File: src/rtl/gray2rgb565_if.sv
// Downstream pixel bus of the gray-to-RGB565 expander: pixel, frame address
// and a valid/ready handshake.
interface gray2rgb565_if #(
    parameter int ADDR_W = 17
);
    logic [15:0]       pixel_out;
    logic [ADDR_W-1:0] pixel_addr_out;
    logic              pixel_valid_out;
    logic              pixel_ready_in;

    modport master (
        output pixel_out,
        output pixel_addr_out,
        output pixel_valid_out,
        input  pixel_ready_in
    );

    modport slave (
        input  pixel_out,
        input  pixel_addr_out,
        input  pixel_valid_out,
        output pixel_ready_in
    );
endinterface

File: src/rtl/gray2rgb565.sv
// Expands an 8-bit grayscale pixel stream to RGB565, buffers it in a small FIFO
// tagged with each pixel's linear frame address, and drains it on valid/ready.
module gray2rgb565 #(
    parameter int FIFO_DEPTH = 8,
    parameter int H_ACTIVE   = 320,
    parameter int V_ACTIVE   = 240,
    parameter int ADDR_W     = $clog2(H_ACTIVE * V_ACTIVE)
) (
    input  logic               clk_in,
    input  logic               rst_in,
    input  logic [7:0]         gray_in,
    input  logic               pixel_valid_in,
    input  logic               frame_done_in,
    gray2rgb565_if.master      pix_if,
    output logic               frame_done_out,
    output logic               overflow_out
);
    localparam int PTR_W      = $clog2(FIFO_DEPTH);
    localparam int CNT_W      = PTR_W + 1;
    localparam int AC_W       = ADDR_W + 1;
    localparam int FRAME_SIZE = H_ACTIVE * V_ACTIVE;
    localparam int WORD_W     = 16 + ADDR_W;

    typedef enum logic [1:0] {
        ST_WAIT_START = 2'd0,
        ST_RUN        = 2'd1,
        ST_FLUSH      = 2'd2
    } state_t;

    function automatic logic [15:0] gray_to_565(input logic [7:0] g);
        return {g[7:3], g[7:2], g[7:3]};
    endfunction

    state_t              r_state;
    state_t              w_state_nxt;
    logic [WORD_W-1:0]   r_mem [FIFO_DEPTH];
    logic [PTR_W-1:0]    r_wr_ptr;
    logic [PTR_W-1:0]    r_rd_ptr;
    logic [CNT_W-1:0]    r_count;
    // One bit wider than an address so the counter can sit at FRAME_SIZE.
    logic [AC_W-1:0]     r_addr_cnt;
    logic                r_overflow;
    logic                r_frame_done;

    logic                w_valid;
    logic                w_full;
    logic                w_pop;
    logic                w_push_req;
    logic                w_push;
    logic                w_drop;
    logic                w_frame_start;
    logic [WORD_W-1:0]   w_rd_word;

    assign w_valid       = (r_count != CNT_W'(0));
    assign w_full        = (r_count == CNT_W'(FIFO_DEPTH));
    assign w_pop         = w_valid & pix_if.pixel_ready_in;
    assign w_push_req    = (r_state == ST_RUN) & pixel_valid_in & ~frame_done_in;
    // A pop in the same cycle frees the slot, so a full FIFO can still take a pixel.
    assign w_push        = w_push_req & (~w_full | w_pop) & (r_addr_cnt < AC_W'(FRAME_SIZE));
    assign w_drop        = w_push_req & ~w_push;
    assign w_frame_start = (r_state == ST_WAIT_START) & ~frame_done_in;
    assign w_rd_word     = r_mem[r_rd_ptr];

    assign pix_if.pixel_valid_out = w_valid;
    assign pix_if.pixel_out       = w_valid ? w_rd_word[WORD_W-1:ADDR_W] : 16'h0000;
    assign pix_if.pixel_addr_out  = w_valid ? w_rd_word[ADDR_W-1:0] : ADDR_W'(0);
    assign frame_done_out         = r_frame_done;
    assign overflow_out           = r_overflow;

    // State register.
    always_ff @(posedge clk_in) begin
        if (rst_in) begin
            r_state <= ST_WAIT_START;
        end else begin
            r_state <= w_state_nxt;
        end
    end

    // Next-state logic; FLUSH waits for the FIFO to drain completely.
    always_comb begin
        w_state_nxt = r_state;
        case (r_state)
            ST_WAIT_START: begin
                if (!frame_done_in) w_state_nxt = ST_RUN;
                else                w_state_nxt = ST_WAIT_START;
            end
            ST_RUN: begin
                if (frame_done_in) w_state_nxt = ST_FLUSH;
                else               w_state_nxt = ST_RUN;
            end
            ST_FLUSH: begin
                if (r_count == CNT_W'(0)) w_state_nxt = ST_WAIT_START;
                else                      w_state_nxt = ST_FLUSH;
            end
            default: w_state_nxt = ST_WAIT_START;
        endcase
    end

    // FIFO storage: converted pixel and its address, written on accepted push.
    always_ff @(posedge clk_in) begin
        if (w_push) begin
            r_mem[r_wr_ptr] <= {gray_to_565(gray_in), r_addr_cnt[ADDR_W-1:0]};
        end else begin
            r_mem[r_wr_ptr] <= r_mem[r_wr_ptr];
        end
    end

    // FIFO pointers and occupancy.
    always_ff @(posedge clk_in) begin
        if (rst_in) begin
            r_wr_ptr <= PTR_W'(0);
            r_rd_ptr <= PTR_W'(0);
            r_count  <= CNT_W'(0);
        end else begin
            if (w_push) r_wr_ptr <= r_wr_ptr + PTR_W'(1);
            if (w_pop)  r_rd_ptr <= r_rd_ptr + PTR_W'(1);
            case ({w_push, w_pop})
                2'b10:   r_count <= r_count + CNT_W'(1);
                2'b01:   r_count <= r_count - CNT_W'(1);
                default: r_count <= r_count;
            endcase
        end
    end

    // Frame address counter, sticky overflow flag and drain-complete pulse.
    always_ff @(posedge clk_in) begin
        if (rst_in) begin
            r_addr_cnt   <= AC_W'(0);
            r_overflow   <= 1'b0;
            r_frame_done <= 1'b0;
        end else begin
            if (w_frame_start) begin
                r_addr_cnt <= AC_W'(0);
                r_overflow <= 1'b0;
            end else begin
                if (w_push) r_addr_cnt <= r_addr_cnt + AC_W'(1);
                if (w_drop) r_overflow <= 1'b1;
            end
            r_frame_done <= (r_state == ST_FLUSH) && (r_count == CNT_W'(0));
        end
    end
endmodule

File: src/flat_wrapper.sv
// flat-port wrapper written by rule: the top's interface ports become plain ports
module gray2rgb565_flat 
#(
    parameter int FIFO_DEPTH = 8,
    parameter int H_ACTIVE   = 320,
    parameter int V_ACTIVE   = 240,
    parameter int ADDR_W     = $clog2(H_ACTIVE * V_ACTIVE)
)
  (clk_in, rst_in, gray_in, pixel_valid_in, frame_done_in, frame_done_out, overflow_out, pix_if_pixel_out, pix_if_pixel_addr_out, pix_if_pixel_valid_out, pix_if_pixel_ready_in);
  gray2rgb565_if #(.ADDR_W(ADDR_W)) pix_if_i ();
  input  logic clk_in;
  input  logic rst_in;
  input  logic [7:0] gray_in;
  input  logic pixel_valid_in;
  input  logic frame_done_in;
  output logic frame_done_out;
  output logic overflow_out;
  output wire logic [$bits(pix_if_i.pixel_out)-1:0] pix_if_pixel_out;
  output wire logic [$bits(pix_if_i.pixel_addr_out)-1:0] pix_if_pixel_addr_out;
  output wire logic [$bits(pix_if_i.pixel_valid_out)-1:0] pix_if_pixel_valid_out;
  input wire logic [$bits(pix_if_i.pixel_ready_in)-1:0] pix_if_pixel_ready_in;
  assign pix_if_pixel_out = pix_if_i.pixel_out;
  assign pix_if_pixel_addr_out = pix_if_i.pixel_addr_out;
  assign pix_if_pixel_valid_out = pix_if_i.pixel_valid_out;
  assign pix_if_i.pixel_ready_in = pix_if_pixel_ready_in;
  gray2rgb565 #(.FIFO_DEPTH(FIFO_DEPTH), .H_ACTIVE(H_ACTIVE), .V_ACTIVE(V_ACTIVE), .ADDR_W(ADDR_W)) u_core (.clk_in(clk_in), .rst_in(rst_in), .gray_in(gray_in), .pixel_valid_in(pixel_valid_in), .frame_done_in(frame_done_in), .pix_if(pix_if_i), .frame_done_out(frame_done_out), .overflow_out(overflow_out));
endmodule
File: config.mk
export PLATFORM = sky130hd
export DESIGN_NAME = gray2rgb565_flat
export DESIGN_NICKNAME = d
export VERILOG_FILES = /design/src/rtl/gray2rgb565_if.sv /design/src/rtl/gray2rgb565.sv /design/src/flat_wrapper.sv
export SDC_FILE = /design/constraint.sdc
export NUM_CORES = 1
export LEC_CHECK = 0
export CORE_MARGIN = 1
export CORE_UTILIZATION = 53
export DETAILED_ROUTE_END_ITERATION = 6
export PLACE_DENSITY = 0.87
export RECOVER_POWER = 100
export SLEW_MARGIN = 20
export SYNTH_ARGS = -nofsm -noshare
export SYNTH_HDL_FRONTEND = slang
export SYNTH_SLANG_ARGS = --single-unit
File: constraint.sdc
create_clock -name clk_in -period 5.65 [get_ports clk_in]
set_clock_uncertainty 0.1 [all_clocks]
set_input_delay 1.695 -clock clk_in [delete_from_list [all_inputs] [get_ports clk_in]]
set_output_delay 1.695 -clock clk_in [all_outputs]
set_load 0.005 [all_outputs]
* Word level (Yosys, flattened, before mapping)
Memory sizes are Yosys's and may differ from the RTL's. A register that Yosys moved wholly into a read port is not among the register bits.
Index checks and enable logic that the tools add are counted.
** Word-level totals
- Word-level logic and storage cells :: 52
- Memory bits (writable) :: 264
- Memory bits (read-only) :: 0
- Latch bits :: 0
- Memories :: 1
- Register bits :: 32
** Cells by class
- $add $sub $neg :: 5
- Equal/unequal tests :: 6
- Reductions and logical operators :: 7
- Div/mod/pow operators :: 0
- $mul :: 0
- Multiplexer cells :: 13
- $lt $le $gt $ge :: 1
- Bitwise logic cells :: 12
- Shifts and indexed selects :: 0
** Memory list
- u_core.r_mem :: words 8, bits a word 33, rd ports 1, clocked after memory_dff 1, wr ports 1, line gray2rgb565.sv:36 : logic [WORD_W-1:0] r_mem [FIFO_DEPTH];
** Operator list (count)
- 33-bit 2-to-1 mux :: 1
- 18-bit by 1-bit adder with 18-bit output (second input constant) :: 1
- 18-bit by 17-bit < comparator with 1-bit output (second input constant) :: 1
- 17-bit 2-to-1 mux :: 1
- 16-bit 2-to-1 mux :: 1
- 4-bit one-hot mux with 2 select lines :: 1
- 1-bit bitwise AND :: 7
- 3-bit by 1-bit adder with 3-bit output (second input constant) :: 2
- 3-bit 2-to-1 mux :: 2
- 2-bit one-hot mux with 3 select lines :: 1
- 4-bit by 1-bit adder with 4-bit output (second input constant) :: 1
- 2-bit by 1-bit == test with 1-bit output (second input constant) :: 2
- 2-bit == test (second input constant) :: 2
- 4-bit == test (second input constant) :: 1
- 4-bit zero test :: 1
- 1-bit 2-to-1 mux :: 4
- 2-bit 2-to-1 mux :: 2
- 4-bit nonzero test :: 1
- 4-bit by 1-bit subtractor with 4-bit output (second input constant) :: 1
- 1-bit inverter :: 3
- 2-bit zero test :: 1
- 1-bit OR :: 2
- 2-bit AND reduction :: 1
- 2-bit nonzero test :: 1
- 3 further kinds :: 3

* Longest topological paths before layout
- Depth in word-level cells :: 8
- Depth in mapped cells :: 12
- Depth with buffers taken out :: 11

* Worst setup path after synthesis
Ideal clock, no wire load.
- Path type :: input to register
- Start point :: input port frame_done_in
- End point :: memory u_core.r_mem[2][0] in the netlist's numbering (enable)
- Setup slack :: -0.062 ns
- Buffers on the path :: 1
- Cell stages on the path :: 5
- Data required time :: 5.080 ns
- Library setup time :: 0.470 ns
- Arrival :: 5.142 ns
- Cell sequence :: or2_1 -> a311oi_4 -> nand2_1 -> buf_2 -> nor4b_1
** On the way
- Longest elaborated chain between the ends :: 7
- Elaborated cells between the ends (all ways) :: 9
- Classes of those cells :: 3 x mux; 5 x bitwise; 1 x reduce/logical
** Ends and longest elaborated chain
- start: declaration :: line flat_wrapper.sv:15 : input logic frame_done_in;
- 1-bit inverter (*) :: line gray2rgb565.sv:57 : assign w_push_req = (r_state == ST_RUN) & pixel_valid_in & ~frame_done_in;
- 1-bit bitwise AND (*) :: line gray2rgb565.sv:57
- 1-bit bitwise AND (*) (2 in a row) :: line gray2rgb565.sv:59 : assign w_push = w_push_req & (~w_full | w_pop) & (r_addr_cnt < AC_W'(FRAME_SIZE));
- 1-bit 2-to-1 mux (on tied branches) :: line gray2rgb565.sv:101, gray2rgb565.sv:104
- 1-bit 2-to-1 mux (implied by the code) / 2-bit AND reduction (equally long branches)
- 1-bit OR (no source line) (*)
- end: declaration :: line gray2rgb565.sv:36
Every way passes the cells marked *; elsewhere a longest branch is shown, timed or not.

* Final worst setup path
- Start point :: input port frame_done_in
- End point :: memory u_core.r_mem[0][11] in the netlist's numbering (enable)
The elaborated chain is that of the path after synthesis.

==> qor.yml <==
run_status:
  outcome: "finished, final reports clean"
floorplanning:
  start_util_pct: 54.46
  fp-row-count: 46
  dieWidth_um: 129.8
  dieArea_um2: 16840
  coreArea_um2: 15890
  pin_count: 49
  fp.dieH_um: 129.8
synth:
  avgSynthCellArea_um2: 17.69
  synth_most_common_cell: "edfxtp_1"
  ys_seq_area_share_pct: 71.97
  synth-edff-count: 184
  synth_warnings: 0
  synth_cell_types: 38
  async_flop_share_pct: 0
  synth-seq-cells: 219
  synth_top_area_cell: "edfxtp_1"
  synth_area_um2: 8651
  synth_top_area_share_pct: 63.87
  netlist_top_cells_area: "edfxtp_1 64%, mux4_2 12%, dfxtp_1 8.1%"
  synth_fp_nets: 508
  synth_flop_cell: "edfxtp_1"
  synth_cells: 489
  yosys-top-cells-count: "184 x edfxtp_1, 50 x nor2_1, 46 x mux4_2, 35 x dfxtp_1, 24 x mux2i_1"
global_route:
  met1_usage_pct: 27.54
  grt_pass1_vias: 4814
  grt.met3_usage_pct: 3.280
  grt_max_degree: 47
  grtUsageTotal_pct: 21.35
  grt.busiest_layer: "met2"
  antenna_found_initial: 0
  grt_overflow: 0
  grt_pass1_wl_um: 26390
  grt_util_met2_pct: 37.06
timing:
  rsz0062_at_grt: "no"
  setup_viol: 0
  fmax_mhz: 202.7
  fin_crit_sh_pct: 87.31
  timing.final.hold_violations: 0
  slew_headroom_pct: 31.50
  tightest_slew_ns: 1.020
  drv_slew: 0
  holdWs_ns: 0.3337
  fin_tns_setup_ns: 0
  min_period_ns: 4.933
cells_and_area:
  final_util_pct: 63.00
  drive_above_1_share_pct: 17.77
  nets: 563
  fillerInstances: 1110
  antenna_cells: 0
  multi_input_area_um2: 2260
  seq_area_um2: 6228
  area_growth_pct: 15.68
clock_network:
  cts_buffers: 22
  hold_buffers: 0
  h-tree-depth: 1
  clkTransAtPathRegs_ns: 0.06
  root_buffer: "clkbuf_16"
  insertion_delay_ns: 0.49
  post_cts_buffers: 0
  clock_path_buffers: 3
  cts_tree: "yes"
  post_cts_resized: 0
  cts_sinks: 219
pwr:
  leakagePower_uw: 0.003206
  p_per_area_nw_per_um2: 351.4
  peakVddDrop_uv: 195.3
placement:
  port_buffers: 46
  hpwl_um: 9732
  gp_congestion: 0.8534
drt:
  first_pass_iters: 5
  via_per_inst: 5.890
  drtIter0Drc: 424
  drt_wl_total_um: 16970
  drc: 0
  ant_nets: 0
  post_drt_wl_per_cell_um: 21.96
  dr_total_vias: 4553
setup_path:
  path_class: "in2reg"
  critPathArrivalTime_ns: 4.96
  end_kind: "register"
  required_ns: 5.67
  cp_max_fo: 18
  start_kind: "input pin"
hold_path:
  hold_class: "reg2reg"
job:
  maxCapViolCount: 0
report_power, final:
group	leakage (uW)	total (uW)	switching, uW	internal [uW]
combinational	0.000965	445	203	242
clock	0.000318	1310	569	740
sequential	0.00192	1760	16.1	1750
area by class of cell:
| type | instances | area share, % |
|---|---|---|
| clock buffer | 27 | 5.901 |
| clock inverter | 10 | 0.5501 |
| inverter | 6 | 0.2251 |
| multi-input combinational | 231 | 22.58 |
| sequential | 219 | 62.24 |
| tap | 216 | 2.701 |
| timing repair buffer | 64 | 5.801 |
flip-flops by register name, indices dropped and copies added, names as in the netlist, named ones only:
register               flops
u_core.r_mem             184
u_core.overflow_out        1
u_core.r_count             4
u_core.r_wr_ptr            3
u_core.r_state             2
u_core.frame_done_out      1
u_core.r_rd_ptr            3
u_core.r_addr_cnt         18
path summary, 6_finish.rpt:
| check | from | to | slack [ns] | depth (start not counted) |
|---|---|---|---|---|
| worst min-delay path | u_core.r_addr_cnt[17] | u_core.r_addr_cnt[17] | 0.33 | 2 |
| worst min register to register | u_core.r_addr_cnt[17] | u_core.r_addr_cnt[17] | 0.33 | 2 |
| worst max register to register | u_core.r_count[0] | u_core.r_mem[0][11] | 2.11 | 7 |
| worst max-delay path | frame_done_in | u_core.r_mem[0][11] | 0.72 | 8 |
logic make-up (layout without fill, tap and decap cells):
kind of cell	count (synthesis)	count (layout)	synth area share, %
AO/OA/AOI/OAI	22	22	1.707
XOR/XNOR	20	20	2.025
adder cells (fa/ha/maj)	6	6	0.8678
buffers and inverters	39	107	2.271
flip-flops	219	219	71.97
multiplexers	70	70	14.75
AND/OR/NAND/NOR	113	113	6.407
worst max-delay path, stage by stage:
cell	delay, ns
dlygate4sd3_1	0.57
or2_0	0.29
a311oi_4	0.27
clkbuf_1	0.59
nand2_1	0.18
clkbuf_1	0.35
nor4_1	0.39
clkbuf_2	0.61
per-stage QoR:
step | setup slack [ns] | total power [uW] | std cells | area (um^2)
final | 0.7171 | 3516 | 773 | 10010
after global routing | 0.5223 | 3650 | 773 | 10010
after CTS | 1.084 | 3587 | 773 | 10080
after detailed placement | 1.012 | 2283 | 736 | 9438
after global placement | 1.146 | 2267 | 736 | 9438
after floorplan | 0.2043 | 2077 | 489 | 8663
cell usage in the layout (no fill, tap or decap), types with 3 or more instances in the layout:
cell	netlist	routed
edfxtp_1	184	184
nor2_1	50	49
mux4_2	46	46
dlygate4sd3_1	0	42
dfxtp_1	35	33
mux2i_1	24	24
clkbuf_16	0	23
xor2_1	20	20
nand3_1	17	17
a21oi_1	10	10
nand2_1	9	9
clkbuf_1	10	8
buf_4	10	7
inv_1	6	6
nor3_1	7	6
nand4_1	6	6
ha_1	6	6
clkinv_2	0	6
clkbuf_2	0	5
and3_1	4	4
o21ai_0	4	4
or3_1	4	4
clkdlybuf4s50_1	0	4
nand3b_1	3	3
routing by layer:
layer,wire (um),share of wire (%)
met5,0,0
met4,408,2.4
met3,1101,6.5
met2,8806,52
met1,6657,39
Power figures use the tool's default switching activity.
